--- src/rtl/bus_split_n.sv ---
// rtl/bus_split_n.sv - 1-to-N Bus request router with in-order response route queue
// Optional BUS_SPLIT_DECERR_EN: unmapped addresses are answered locally with ERR.
package Bus;
    typedef enum logic [1:0] {IDLE = 2'd0, WR = 2'd1, RD = 2'd2} Cmd;
    typedef enum logic [1:0] {NULL = 2'd0, DVA = 2'd1, ERR = 2'd2} Resp;
endpackage

module bus_split_n #(
    parameter int NUM_OUT       = 4,
    parameter int SEL_LSB       = 28,
    parameter int SEL_WIDTH     = $clog2(NUM_OUT),
    parameter int NUM_IN_FLIGHT = 4,
    parameter int ADDR_WIDTH    = 32,
    parameter int DATA_WIDTH    = 32
) (
    input  logic                               Clk,
    input  logic                               Reset,
    input  Bus::Cmd                            m_MCmd,
    input  logic [ADDR_WIDTH-1:0]              m_MAddr,
    input  logic [DATA_WIDTH-1:0]              m_MData,
    input  logic [DATA_WIDTH/8-1:0]            m_MByteEn,
    output logic                               m_SCmdAccept,
    output Bus::Resp                           m_SResp,
    output logic [DATA_WIDTH-1:0]              m_SData,
    input  logic                               m_MRespAccept,
    output Bus::Cmd                            s_MCmd      [NUM_OUT],
    output logic [ADDR_WIDTH-1:0]              s_MAddr     [NUM_OUT],
    output logic [DATA_WIDTH-1:0]              s_MData     [NUM_OUT],
    output logic [DATA_WIDTH/8-1:0]            s_MByteEn   [NUM_OUT],
    input  logic [NUM_OUT-1:0]                 s_SCmdAccept,
    input  Bus::Resp                           s_SResp     [NUM_OUT],
    input  logic [DATA_WIDTH-1:0]              s_SData     [NUM_OUT],
    output logic [NUM_OUT-1:0]                 s_MRespAccept,
    output logic [$clog2(NUM_IN_FLIGHT+1)-1:0] in_flight
);

`ifdef BUS_SPLIT_DECERR_EN
    localparam int TAG_W = $clog2(NUM_OUT + 1);
`else
    localparam int TAG_W = $clog2(NUM_OUT);
`endif
    localparam int CNT_W = $clog2(NUM_IN_FLIGHT + 1);
    localparam int PTR_W = (NUM_IN_FLIGHT > 1) ? $clog2(NUM_IN_FLIGHT) : 1;

    logic [TAG_W-1:0]     tag_q [NUM_IN_FLIGHT];
    logic [PTR_W-1:0]     rd_ptr;
    logic [PTR_W-1:0]     wr_ptr;
    logic [CNT_W-1:0]     count;
    logic [SEL_WIDTH-1:0] sel;
    logic [TAG_W-1:0]     route_idx;
    logic [TAG_W-1:0]     push_tag;
    logic [TAG_W-1:0]     head;
    logic                 mapped;
    logic                 local_err;
    logic                 full;
    logic                 empty;
    logic                 push;
    logic                 pop;

    function automatic logic [PTR_W-1:0] ptr_inc(input logic [PTR_W-1:0] p);
        return (p == PTR_W'(NUM_IN_FLIGHT - 1)) ? '0 : p + 1'b1;
    endfunction

    assign sel       = m_MAddr[SEL_LSB +: SEL_WIDTH];
    assign mapped    = int'(sel) < NUM_OUT;
    assign route_idx = mapped ? TAG_W'(sel) : TAG_W'(NUM_OUT - 1);
`ifdef BUS_SPLIT_DECERR_EN
    assign local_err = !mapped;
    assign push_tag  = local_err ? TAG_W'(NUM_OUT) : route_idx;
`else
    assign local_err = 1'b0;
    assign push_tag  = route_idx;
`endif
    assign full      = (count == CNT_W'(NUM_IN_FLIGHT));
    assign empty     = (count == '0);
    assign head      = tag_q[rd_ptr];
    assign in_flight = count;

    always_comb begin
        m_SCmdAccept = 1'b0;
        for (int i = 0; i < NUM_OUT; i++) begin
            s_MAddr[i]   = m_MAddr;
            s_MData[i]   = m_MData;
            s_MByteEn[i] = m_MByteEn;
            s_MCmd[i]    = Bus::IDLE;
            if (!Reset && !full && !local_err && route_idx == TAG_W'(i))
                s_MCmd[i] = m_MCmd;
        end
        if (!Reset && !full && m_MCmd != Bus::IDLE) begin
            if (local_err)
                m_SCmdAccept = 1'b1;
            for (int i = 0; i < NUM_OUT; i++)
                if (!local_err && route_idx == TAG_W'(i))
                    m_SCmdAccept = s_SCmdAccept[i];
        end
    end

    // Only the head slave is visible to the master; the rest hold their responses.
    always_comb begin
        m_SResp       = Bus::NULL;
        m_SData       = '0;
        s_MRespAccept = '0;
        if (!Reset && !empty) begin
`ifdef BUS_SPLIT_DECERR_EN
            if (head == TAG_W'(NUM_OUT))
                m_SResp = Bus::ERR;
`endif
            for (int i = 0; i < NUM_OUT; i++) begin
                if (head == TAG_W'(i)) begin
                    m_SResp          = s_SResp[i];
                    m_SData          = s_SData[i];
                    s_MRespAccept[i] = m_MRespAccept;
                end
            end
        end
    end

    assign push = (m_MCmd != Bus::IDLE) && m_SCmdAccept;
    assign pop  = (m_SResp != Bus::NULL) && m_MRespAccept;

    always_ff @(posedge Clk) begin
        if (push)
            tag_q[wr_ptr] <= push_tag;
    end

    always_ff @(posedge Clk or posedge Reset) begin
        if (Reset) begin
            rd_ptr <= '0;
            wr_ptr <= '0;
            count  <= '0;
        end else begin
            if (push)
                wr_ptr <= ptr_inc(wr_ptr);
            if (pop)
                rd_ptr <= ptr_inc(rd_ptr);
            if (push && !pop)
                count <= count + 1'b1;
            else if (pop && !push)
                count <= count - 1'b1;
        end
    end

endmodule
--- config.mk ---
export PLATFORM = sky130hd
export DESIGN_NAME = bus_split_n
export DESIGN_NICKNAME = d
export VERILOG_FILES = /design/src/rtl/bus_split_n.sv
export SDC_FILE = /design/constraint.sdc
export NUM_CORES = 1
export LEC_CHECK = 0
export CAP_MARGIN = 25
export CORE_AREA = 2 2 209 211
export CTS_BUF_LIST = sky130_fd_sc_hd__clkbuf_16
export CTS_CLUSTER_DIAMETER = 150
export CTS_CLUSTER_SIZE = 25
export DETAILED_ROUTE_END_ITERATION = 10
export DIE_AREA = 0 0 211 213
export DONT_BUFFER_PORTS = 1
export PLACE_DENSITY = 0.3
export SLEW_MARGIN = 20
export SYNTH_ARGS = -nofsm -noshare
export SYNTH_HDL_FRONTEND = slang
export SYNTH_SLANG_ARGS = --single-unit
export TNS_END_PERCENT = 50
--- constraint.sdc ---
create_clock -name Clk -period 2.5 [get_ports Clk]
set_clock_uncertainty 0.05 [all_clocks]
set_input_delay 0.25 -clock Clk [delete_from_list [all_inputs] [get_ports Clk]]
set_output_delay 0.25 -clock Clk [all_outputs]
set_load 0.03 [all_outputs]
Yosys cells after proc, flatten, opt, wreduce, memory -nomap -nowiden
Memory sizes are Yosys's and may differ from the RTL's.
Cells that the tools add are included.
Widths: inputs -> output; s select.
- bits in read-only memories: 0
- memories: 1
- output and inout port bits: 322
- bits in latches: 0
- word-level logic and storage cells: 69
- input port bits: 213
- memory bits (writable): 8
- flip-flop bits (word level): 7
- memories (name ; depth ; width ; rd ports ; clocked after memory_dff ; write ports ; RTL line ; source):
    tag_q ; 4 ; 2 ; 1 ; 0 ; 1 ; 45 ; logic [TAG_W-1:0] tag_q [NUM_IN_FLIGHT];
- reductions and logical operators: 22
- div/mod/pow operators: 0
- add/sub/neg operators: 4
- bitwise gates (word level): 0
- shift operators: 0
- equal/unequal tests: 9
- mux-type cells: 30
- $lt $le $gt $ge: 0
- $mul: 0
- operators by type and width (kind ; count):
    $mux 32 ; 5
    $mux 2 ; 11
    $eq 2x2->1 const B ; 6
    $logic_and 1x1->1 ; 11
    $mux 1 ; 11
    $mux 3 ; 2
    $reduce_bool 2->1 ; 3
    $logic_not 1->1 ; 5
    $add 2x1->2 const B ; 2
    $eq 2x1->1 const B ; 2
    $logic_not 2->1 ; 2
    $mux 4 ; 1
    $add 3x1->3 const B ; 1
    $eq 3x3->1 const B ; 1
    $logic_not 3->1 ; 1
    $sub 3x1->3 const B ; 1

Logic depth before layout (Yosys ltp)
An unclocked memory read counts as a cell.
- depth in word-level cells: 12
- mapped depth: 11
- mapped depth without buffers: 10

Worst setup path before layout
OpenSTA, ideal clock, no wires.
- kind: register -> register
- start point: register rd_ptr[0]
- end point: register count[2] (netlist: in_flight[2])
- library setup time: 0.080 ns
- clock period less this slack: 2.697 ns
- path buffers: 1
- path slack: -0.197 ns
- cell stages (with the launch flop): 12
- arrival: 2.566 ns
- cells stage by stage: dfrtp_1 > mux4_2 > buf_6 > mux2i_1 > mux2i_1 > o21bai_2 > ha_1 > inv_1 > fa_1 > xor2_1 > nor2_1 > xor2_1
- word-level cells in the longest chain between the ends: 12
- ends and longest elaborated chain (item ; RTL line ; source):
    from (decl) ; 46 ; logic [PTR_W-1:0] rd_ptr;
    from (signal assigned) ; 135 ; rd_ptr <= ptr_inc(rd_ptr);
    $mem_v2 4x2 (*) ; -- ;
    $logic_not 2->1 ; 109 ; if (head == TAG_W'(i)) begin
    $mux 2 (3 in a row) ; 109 ;
    $mux 2 (*) ; 109 ;
    $mux 2 (*) ; 103 ; if (!Reset && !empty) begin
    $reduce_bool 2->1 (*) ; 119 ; assign pop = (m_SResp != Bus::NULL) && m_MRespAccept;
    $logic_and 1x1->1 (*) ; 119 ;
    $logic_not 1->1 ; 136 ; if (push && !pop)
    $logic_and 1x1->1 ; 136 ;
    $mux 3 or $reduce_bool 2->1 (tied branches) ; -- ;
    to (signal assigned) ; 137 ; count <= count + 1'b1;
    to (signal assigned) ; 139 ; count <= count - 1'b1;
    to (decl) ; 48 ; logic [CNT_W-1:0] count;
Every way passes the cells marked *; elsewhere a longest branch is shown, timed or not.
A chain may end at the register's enable or synchronous reset.

Worst setup path in the final report
- start point: register rd_ptr[0]
- end point: output port m_SData[15]
- word-level cells in the longest chain between the ends: 7
- ends and longest elaborated chain (item ; RTL line ; source):
    $mem_v2 4x2 (*) ; -- ;
    $logic_not 2->1 ; 109 ;
    $mux 32 (3 in a row) ; 109 ;
    $mux 32 (*) ; 109 ;
    $mux 32 (*) ; 103 ;
    to (decl) ; 24 ; output logic [DATA_WIDTH-1:0] m_SData,
Marked as above.

==> flow_metrics.py <==
metrics = {
    "detailed_routing": {
        "tritonroute_pass_1_iters": 4,
        "vias": 1793,
        "drt-wirelength-per-cell_um": 14.63,
        "post_route_drc": 0,
        "antenna_violating_nets_post_route": 0,
        "postRouteWirelength_um": 10830,
        "drt-vias-per-instance": 2.423,
        "drt_first_iter_violations": 52,
    },
    "die": {
        "die_h_um": 213,
        "io_pins": 535,
        "floorplan.initialDensity_pct": 9.463,
        "die_width_um": 211,
        "fp-row-count": 76,
        "core_region_area_um2": 42700,
        "design.die.area_um2": 44940,
    },
    "timing": {
        "final_period_minus_worst_setup_slack_ns": 2.717,
        "grt_setup_unrepaired": "true",
        "fmax_mhz": 368.0,
        "timing.hold.ws_ns": 0.05921,
        "finalWorstSetupSlack_ns": -0.2174,
        "slew_hr_pct": 71.08,
        "worstMarginPinSlew_ns": 0.4293,
        "drv_slew": 0,
        "final-setup-viol-count": 34,
        "hold_violations": 0,
        "period_share_pct": 108.7,
        "finalSetupTns_ns": -3.573,
    },
    "cts": {
        "cts.sinks": 15,
        "cts_root_buffer": "sky130_fd_sc_hd__clkbuf_16",
        "clk-insertion-delay-late_ns": 0.24,
        "clkSlewWorstSetupHoldPaths_ns": 0.05,
        "cts_buf_count": 3,
        "cts-root-to-sink-buffers": 2,
        "clock_tree_from_tritoncts": "yes",
        "htree_num_levels": 1,
    },
    "worst_hold_path": {
        "min_path_cells": 0,
        "hold_class": "input pin to register",
        "hold_path_startpoint": "m_MAddr[29]",
        "hold_path_end": "tag_q[0][1]$_DFFE_PP_",
    },
    "yosys": {
        "synth-seq-area-share_pct": 10.28,
        "dominant_cell_by_count_in_the_synthesized_netlist": "sky130_fd_sc_hd__buf_4",
        "yosysTopAreaCell": "sky130_fd_sc_hd__buf_4",
        "synthTopCellsByArea": "sky130_fd_sc_hd__buf_4 (51%), sky130_fd_sc_hd__mux4_2 (17%), sky130_fd_sc_hd__edfxtp_1 (5.9%)",
        "netlist_top_cells_count": "sky130_fd_sc_hd__buf_4 (272), sky130_fd_sc_hd__and2_1 (38), sky130_fd_sc_hd__mux4_2 (31)",
        "yosys.area.top_type_share_pct": 50.54,
        "yosys_most_used_dff": "sky130_fd_sc_hd__edfxtp_1",
        "synth_seq_cells": 15,
        "synth_enable_flop_cells": 8,
        "synth.yosys.warnings": 0,
        "syn-num-nets": 651,
        "synth_cell_types": 30,
        "post_synth_instance_area_um2": 4040,
        "synth_cells": 431,
        "synth.avg_cell_area_um2": 9.374,
        "synth_async_sr_flop_share_pct": 46.67,
    },
    "outcome": {
        "violations": "negative setup slack",
        "status": "complete, but fails checks",
    },
    "setup_path": {
        "timing.reg2reg.worst_path_depth": 11,
        "worst-path-stages": 6,
        "critical_path.slowest_cell": "sky130_fd_sc_hd__mux4_2",
        "setup.worst_path.class": "register to primary output",
        "critPathTopFamily": "multiplexers",
        "cpPeakStageDelay_ns": 0.56,
        "timing.critical_path.required_ns": 2.20,
        "critPathMaxFanout": 9,
        "reg2reg_end": "in_flight[2]$_DFFE_PP0P_",
        "worst-path-buf-inv": 3,
        "setup.worst_path.end_class": "primary output",
        "r2r_start": "rd_ptr[0]$_DFFE_PP0P_",
        "critPathLaunchType": "register",
        "r2r_setup_slack_ns": -0.18,
        "worstPathCellList": "buf_6 -> mux4_2 -> buf_6 -> bufbuf_16 -> mux4_2 -> and2_4",
        "crit_start": "rd_ptr[0]$_DFFE_PP0P_",
        "worst_path_arrival_time_ns": 2.42,
    },
    "final_layout": {
        "layoutNonFillerInstCount": 740,
        "area_growth_syn_to_layout_pct": -21.68,
        "layout.nets": 409,
        "fraction_of_final_layout_cells_sized_beyond_drive_strength_1_pct": 65.43,
    },
    "global_routing": {
        "antenna_violations_before_repair": 6,
        "global_route.overflow_total": 0,
        "grt.total_usage_pct": 4.318,
        "grt_pass1_vias": 1967,
        "grt_pass1_wl_um": 13340,
        "grt_max_degree": 36,
    },
    "pwr": {
        "cellLeakagePower_nw": 1.021,
        "power_per_cell_area_nw_per_um2": 1133,
        "worst_ir_drop_vdd_mv": 0.3256,
    },
    "placed_design": {
        "gp_routability_congestion": 0.6216,
        "dp_hpwl_um": 9388,
        "placedCellCount": 723,
        "io_buffer_count": 0,
    },
    "job": {
        "drv_cap": 0,
    },
}
-- worst max path at each step --
stage	slack [ns]	endpoint
2_1_floorplan	-0.13	in_flight[2]$_DFFE_PP0P_
3_3_place_gp	-0.12	in_flight[2]$_DFFE_PP0P_
3_5_place_dp	-0.21	in_flight[2]$_DFFE_PP0P_
4_1_cts	-0.22	m_SData[13]
5_1_grt	-0.35	in_flight[2]$_DFFE_PP0P_
6_report	-0.22	m_SData[15]
-- cells by family after synthesis --
| logic type | share of synthesized area [%] |
|---|---|
| XOR/XNOR | 0.6505 |
| adder cells (fa/ha/maj) | 2.354 |
| multiplexers | 22.73 |
| buffers and inverters | 53.58 |
| flip-flops | 10.28 |
| AO/OA/AOI/OAI | 1.270 |
| AND/OR/NAND/NOR | 9.136 |
-- placed cells by master, fill, tap and decap left out, types with 2 or more instances in the layout --
master	count
sky130_fd_sc_hd__mux4_2	35
sky130_fd_sc_hd__and2_4	32
sky130_fd_sc_hd__buf_4	26
sky130_fd_sc_hd__nor2_1	8
sky130_fd_sc_hd__edfxtp_1	8
sky130_fd_sc_hd__nand2_1	7
sky130_fd_sc_hd__diode_2	6
sky130_fd_sc_hd__and2_1	6
sky130_fd_sc_hd__ha_1	5
sky130_fd_sc_hd__dfrtp_1	5
sky130_fd_sc_hd__buf_6	5
sky130_fd_sc_hd__mux2_2	4
sky130_fd_sc_hd__buf_12	4
sky130_fd_sc_hd__inv_1	3
sky130_fd_sc_hd__o21ai_0	3
sky130_fd_sc_hd__nor3_1	3
sky130_fd_sc_hd__mux2i_2	3
sky130_fd_sc_hd__mux2i_1	3
sky130_fd_sc_hd__clkbuf_16	3
sky130_fd_sc_hd__o211a_1	2
sky130_fd_sc_hd__xor2_1	2
sky130_fd_sc_hd__nor3b_1	2
sky130_fd_sc_hd__and3b_1	2
sky130_fd_sc_hd__dfrtp_2	2
-- metrics by stage --
step | util (%) | setup slack (ns) | cell area (µm²) | total power (W)
after detailed placement | 6.664 | -0.2150 | 2845 | 0.002835
after global placement | 6.664 | -0.1184 | 2845 | 0.002800
after CTS | 7.353 | -0.2244 | 3139 | 0.003609
after floorplan | - | -0.1316 | 4046 | 0.003161
final | 7.411 | -0.2174 | 3164 | 0.003585
after global routing | 7.411 | -0.3501 | 3164 | 0.003830
-- routing by layer --
layer | routed length (µm) | GRT usage, %
met5 | 0 | 0
met3 | 2160 | 3.692
met2 | 4747 | 6.352
met4 | 614 | 3.230
met1 | 3305 | 3.841
-- power by group --
group / internal [W] / switching, W / total [W]
Clock: 0.000215 / 0.0000923 / 0.000307
Sequential: 0.000336 / 0.0000778 / 0.000414
Combinational: 0.00141 / 0.00145 / 0.00286
Total: 0.00196 / 0.00162 / 0.00359
-- area by class of cell --
cell class	count	area (µm²)
fill	4909	39530
tap	546	683.2
clock buffer	3	75.07
antenna	6	15.01
timing repair buffer	37	374.1
inverter	4	15.01
multi-input combinational	128	1577
clock inverter	1	7.507
sequential	15	417.9
-- timing repair --
| action | CTS | global route |
|---|---|---|
| hold buffers | 1 | 0 |
| setup endpoints to repair | 38 | 40 |
| pin swaps | 5 | 6 |
| hold endpoints to repair | 7 | 0 |
| gates cloned | 1 | 0 |
| setup buffers | 4 | 1 |
| resized for setup | 83 | 3 |
-- state kept, by name, summed over array words and instances (netlist names) --
name       count
wr_ptr         2
tag_q          8
rd_ptr         2
in_flight      3
No activity file was read; power rests on OpenSTA's default activity.
